### src/rtl/fft_pipe_sequencer.sv
// Sequencer for a radix-2 single-delay-feedback FFT pipeline.
// Produces the shared pipeline enable, per-stage butterfly selects, the
// flush (zero-inject) control, and a bit-reversed output index with valid.
//
// Handshake: a sample is taken on a rising edge where in_valid && in_ready.
// in_ready is low only while the last frame is being drained with zeros;
// in_valid may be held high across that window and is accepted once the
// sequencer returns to IDLE.
module fft_pipe_sequencer #(
  parameter int N        = 32,
  parameter int LOG2N    = 5,
  parameter int PIPE_LAT = 35,
  parameter int CW       = 8
) (
  input  logic             clk,
  input  logic             rst_n,
  input  logic             in_valid,
  output logic             in_ready,
  output logic             pipe_en,
  output logic             zero_in,
  output logic [LOG2N-1:0] sample_cnt,
  output logic [LOG2N-1:0] bf_sel,
  output logic             out_valid,
  output logic [LOG2N-1:0] out_idx,
  output logic             frame_done,
  output logic             busy,
  output logic [1:0]       dbg_state
);

  typedef enum logic [1:0] {
    S_IDLE  = 2'd0,
    S_RUN   = 2'd1,
    S_FLUSH = 2'd2
  } state_t;

  state_t           r_state;
  state_t           w_next_state;
  logic [LOG2N-1:0] r_sample_cnt;
  logic [LOG2N-1:0] r_out_cnt;
  logic [LOG2N-1:0] r_en_cnt;
  logic [CW-1:0]    r_fill;
  logic [CW-1:0]    r_pending;
  logic [CW-1:0]    w_pending_nxt;
  logic             r_frame_done;
  logic             w_in_ready;
  logic             w_pipe_en;
  logic             w_zero_in;
  logic             w_flush;
  logic             w_to_idle;
  logic             w_out_valid;
  logic             w_accept;
  logic [LOG2N-1:0] w_bf_sel;
  logic [LOG2N-1:0] w_out_idx;

  // Offset of stage s: cumulative feedback delay of earlier stages plus one
  // register per stage, reduced mod N.
  function automatic logic [LOG2N-1:0] stage_ofs(input int s);
    return LOG2N'(((N - (N >> s)) + s) % N);
  endfunction

  // Next state and control. A boundary idle cycle in RUN with results still
  // pending already behaves as the first flush cycle, so the drain starts
  // without losing an enabled cycle.
  always_comb begin
    w_next_state = r_state;
    w_in_ready   = 1'b1;
    w_pipe_en    = 1'b0;
    w_zero_in    = 1'b0;
    w_flush      = 1'b0;
    w_to_idle    = 1'b0;
    case (r_state)
      S_IDLE: begin
        w_pipe_en = in_valid;
        if (in_valid) w_next_state = S_RUN;
      end
      S_RUN: begin
        if (in_valid) begin
          w_pipe_en = 1'b1;
        end else if (r_sample_cnt == '0) begin
          if (r_pending != '0) w_flush = 1'b1;
          else                 w_to_idle = 1'b1;
        end
      end
      S_FLUSH: w_flush = 1'b1;
      default: w_to_idle = 1'b1;
    endcase
    if (w_flush) begin
      w_in_ready = 1'b0;
      w_pipe_en  = 1'b1;
      w_zero_in  = 1'b1;
    end
    w_out_valid = w_pipe_en && (r_fill == CW'(PIPE_LAT));
    w_accept    = in_valid && w_in_ready;
    w_pending_nxt = r_pending;
    if (w_accept && !w_out_valid)      w_pending_nxt = r_pending + CW'(1);
    else if (w_out_valid && !w_accept) w_pending_nxt = r_pending - CW'(1);
    if (w_flush) begin
      if (w_pending_nxt == '0) w_to_idle = 1'b1;
      else                     w_next_state = S_FLUSH;
    end
    if (w_to_idle) w_next_state = S_IDLE;
  end

  // Per-stage butterfly select and bit-reversed output bin.
  always_comb begin
    w_bf_sel  = '0;
    w_out_idx = '0;
    for (int s = 0; s < LOG2N; s++) begin
      logic [LOG2N-1:0] c;
      c = r_en_cnt - stage_ofs(s);
      w_bf_sel[s]  = c[LOG2N-1-s];
      w_out_idx[s] = r_out_cnt[LOG2N-1-s];
    end
  end

  // State register.
  always_ff @(posedge clk or negedge rst_n) begin
    if (!rst_n) r_state <= S_IDLE;
    else        r_state <= w_next_state;
  end

  // Fill and enabled-cycle counters; both restart when returning to IDLE.
  always_ff @(posedge clk or negedge rst_n) begin
    if (!rst_n) begin
      r_fill   <= '0;
      r_en_cnt <= '0;
    end else if (w_to_idle) begin
      r_fill   <= '0;
      r_en_cnt <= '0;
    end else if (w_pipe_en) begin
      r_fill   <= (r_fill == CW'(PIPE_LAT)) ? r_fill : r_fill + CW'(1);
      r_en_cnt <= r_en_cnt + LOG2N'(1);
    end
  end

  // Sample, output and pending counters plus the end-of-frame pulse.
  always_ff @(posedge clk or negedge rst_n) begin
    if (!rst_n) begin
      r_sample_cnt <= '0;
      r_out_cnt    <= '0;
      r_pending    <= '0;
      r_frame_done <= 1'b0;
    end else begin
      if (w_accept)    r_sample_cnt <= r_sample_cnt + LOG2N'(1);
      if (w_out_valid) r_out_cnt    <= r_out_cnt + LOG2N'(1);
      r_pending    <= w_pending_nxt;
      r_frame_done <= w_out_valid && (r_out_cnt == LOG2N'(N - 1));
    end
  end

  assign in_ready   = w_in_ready;
  assign pipe_en    = w_pipe_en;
  assign zero_in    = w_zero_in;
  assign sample_cnt = r_sample_cnt;
  assign bf_sel     = w_bf_sel;
  assign out_valid  = w_out_valid;
  assign out_idx    = w_out_idx;
  assign frame_done = r_frame_done;
  assign busy       = (r_state != S_IDLE);
  assign dbg_state  = r_state;

endmodule

### config.mk
export PLATFORM = sky130hd
export DESIGN_NAME = fft_pipe_sequencer
export DESIGN_NICKNAME = d
export VERILOG_FILES = /design/src/rtl/fft_pipe_sequencer.sv
export SDC_FILE = /design/constraint.sdc
export NUM_CORES = 1
export LEC_CHECK = 0
export CAP_MARGIN = 10
export CORE_MARGIN = 1
export CORE_UTILIZATION = 45
export DETAILED_ROUTE_END_ITERATION = 16
export PLACE_DENSITY_LB_ADDON = 0.1
export SLEW_MARGIN = 20
export SYNTH_ARGS = -nofsm -noshare
export SYNTH_HDL_FRONTEND = slang
export SYNTH_SLANG_ARGS = --single-unit
### constraint.sdc
create_clock -name clk -period 3.9 [get_ports clk]
set_input_delay 0.585 -clock clk [delete_from_list [all_inputs] [get_ports clk]]
set_output_delay 0.585 -clock clk [all_outputs]
set_load 0.01 [all_outputs]
==> results.tsv <==
metric	value	unit
yosysMostFrequentCell	dfrtp_1	
clockBufferDepth	2	
io_pins	26	
arrival	2.84	ns
clk_pin_slew	0.07	ns
grt_max_degree	35	
rsz0062_at_grt	false	
hp-class	flop to flop	
fin_skew	0.007647	ns
drt-initial-drc-count	89	
cts_sinks	34	
fmax	292.0	MHz
criticalPathCategory	input port to output port	
cp_max_fo	6	
die_height	71.40	um
tightest_slew	0.6215	ns
synth_fp_nets	247	
nNetsFinal	276	
die_area	5097	um^2
end_kind	output port	
wl_per_cell	14.38	um
htreeDepth	2	
slew_headroom	58.28	%
avgSynthCellArea	9.422	um^2
drive_gt1_share	10.42	%
n_fill_cell	433	
p_leak	0.001147	uW
firstDrtPassIters	4	
start_kind	input port	
antenna_found_initial	0	
cts_root_buffer	clkbuf_8	
die_w	71.40	um
status	finished, final reports clean	
post-route-drc-count	0	
synthDistinctLibCells	56	
clk_latency	0.29	ns
synthTopCellsByCount	dfrtp_1, nand2_1, nor2_1, xnor2_1, inv_1	
final-setup-viol-count	0	
vdd_drop_max	0.0002899	V
setup_tns	0	ns
ys_seq_area_share	39.26	%
synth_area_leaders	dfrtp_1, xnor2_1, ha_1, nand2_1, nor2_1	
holdBufCountCts	0	
power_density	652.1	nW/um^2
initial_utilization	48.11	%
ant_nets	0	
synth_edf_count	0	
cts_tree	yes	
n_antenna_cell	0	
finish.utilization	56.22	%
ctsResizeCount	0	
syn_to_final_growth	16.86	%
core_area	4504	um^2
grt_pass1_wl	7769	um
finalWirelength	4472	um
synth_top_area_cell	dfrtp_1	
synthCells	230	
synth_ff_type	dfrtp_1	
dp_hpwl	3187	um
hold_viol_final	0	
rows	24	
ys_seq_elements	34	
grt_util_all_layers	19.53	%
fin_crit_sh	87.82	%
finalWeightedCongestion	0.8871	
finalMaxSlewViolations	0	
cts_made_buffers	5	
grt-ovfl-total	0	
synth_top_area_share	39.26	%
synthArstFlopShare	100.0	%
cap_violations	0	
min_period	3.425	ns
portBuffers	25	
required	3.31	ns
vias	1740	
routed_via_density	5.595	
ys.warnings.count	0	
postCtsSetupBuffers	0	
netlist_area	2167	um^2
grt_pass1_vias	1641	
flip-flops by register name, summed over array words and instances, names as in the netlist:
signal and flops:
r_fill 8, r_pending 8, r_en_cnt 5, r_out_cnt 5
sample_cnt 5, dbg_state 2, frame_done 1
metal layers:
layer / vias up / part of all wire, % / track usage (%)
li1: 858 / - / -
met1: 823 / 51 / 28.03
met2: 55 / 42 / 29.52
met3: 4 / 6.4 / 4.219
met4: 0 / 0.94 / 6.000
met5: - / 0 / 0
critical path, cell delays in order:
cell and delay [ns]:
clkdlybuf4s50_1 0.50, nor4b_2 0.35, a21oi_1 0.23, o21ai_1 0.23, nand2_1 0.15, inv_1 0.21
clkdlybuf4s50_1 0.58
power by group:
group | leakage (uW) | switching (uW) | internal, uW | total, uW
clock | 0.0000438 | 133 | 120 | 253
combinational | 0.000658 | 410 | 393 | 803
sequential | 0.000445 | 144 | 451 | 595
placed cells by master, fill, tap and decap left out, types with 2 or more instances in the layout:
cell type	netlist	final
nor4_1	2	2
a21o_1	2	2
o21ai_0	4	4
buf_4	3	5
inv_1	15	15
nand2_1	32	32
o21a_1	2	2
xor2_1	3	3
clkbuf_8	1	5
a21oi_1	5	5
ha_1	14	14
nor3b_1	3	3
nor3_1	2	2
clkdlybuf4s50_1	0	25
nand4_1	11	11
nor2_1	21	21
dfrtp_1	34	34
a211oi_1	2	2
xnor2_1	21	21
and3_1	7	7
clkinv_2	0	2
nand3_1	7	7
a311oi_1	2	2
metrics by stage:
step | power (uW) | hold slack (ns) | area [um^2] | cells | setup slack, ns
CTS | 1663 | 0.5011 | 2532 | 311 | 0.4692
finish | 1651 | 0.4955 | 2532 | 311 | 0.4750
floorplan | 1148 | 0.2894 | 2167 | 230 | 1.249
detailed placement | 1405 | 0.4881 | 2454 | 304 | 0.4857
global placement | 1396 | 0.4929 | 2454 | 304 | 0.5955
global route | 1790 | 0.5178 | 2532 | 311 | 0.2576
cell type report:
| class | count | area [um^2] | share of cell area (%) |
|---|---|---|---|
| Timing Repair Buffer | 30 | 287.8 | 11.36 |
| Tap cell | 52 | 65.06 | 2.569 |
| Inverter | 15 | 56.30 | 2.223 |
| Clock buffer | 5 | 68.82 | 2.717 |
| Sequential cell | 34 | 850.8 | 33.60 |
| Multi-Input combinational cell | 173 | 1194 | 47.13 |
| Clock inverter | 2 | 10.01 | 0.3953 |
kinds of logic after synthesis:
kind of cell,count (synthesis),share of synthesized area (%)
XOR/XNOR,24,9.700
adder cells (fa/ha/maj),14,8.083
multiplexers,1,0.4619
AND/OR/NAND/NOR,102,25.69
buffers and inverters,23,5.658
flip-flops,34,39.26
AO/OA/AOI/OAI,32,11.14
worst paths after layout:
kind | start | end | slack [ns] | cells past startpoint
max | in_valid | out_valid | 0.48 | 7
min | r_out_cnt[3] | r_out_cnt[3] | 0.50 | 1
max reg2reg | dbg_state[0] | r_fill[2] | 1.07 | 10
min reg2reg | r_out_cnt[3] | r_out_cnt[3] | 0.50 | 1
max in group asynchronous | rst_n | r_fill[2] | 2.89 | 2
min in group asynchronous | rst_n | sample_cnt[1] | 0.70 | 2
Power figures use the tool's default switching activity.
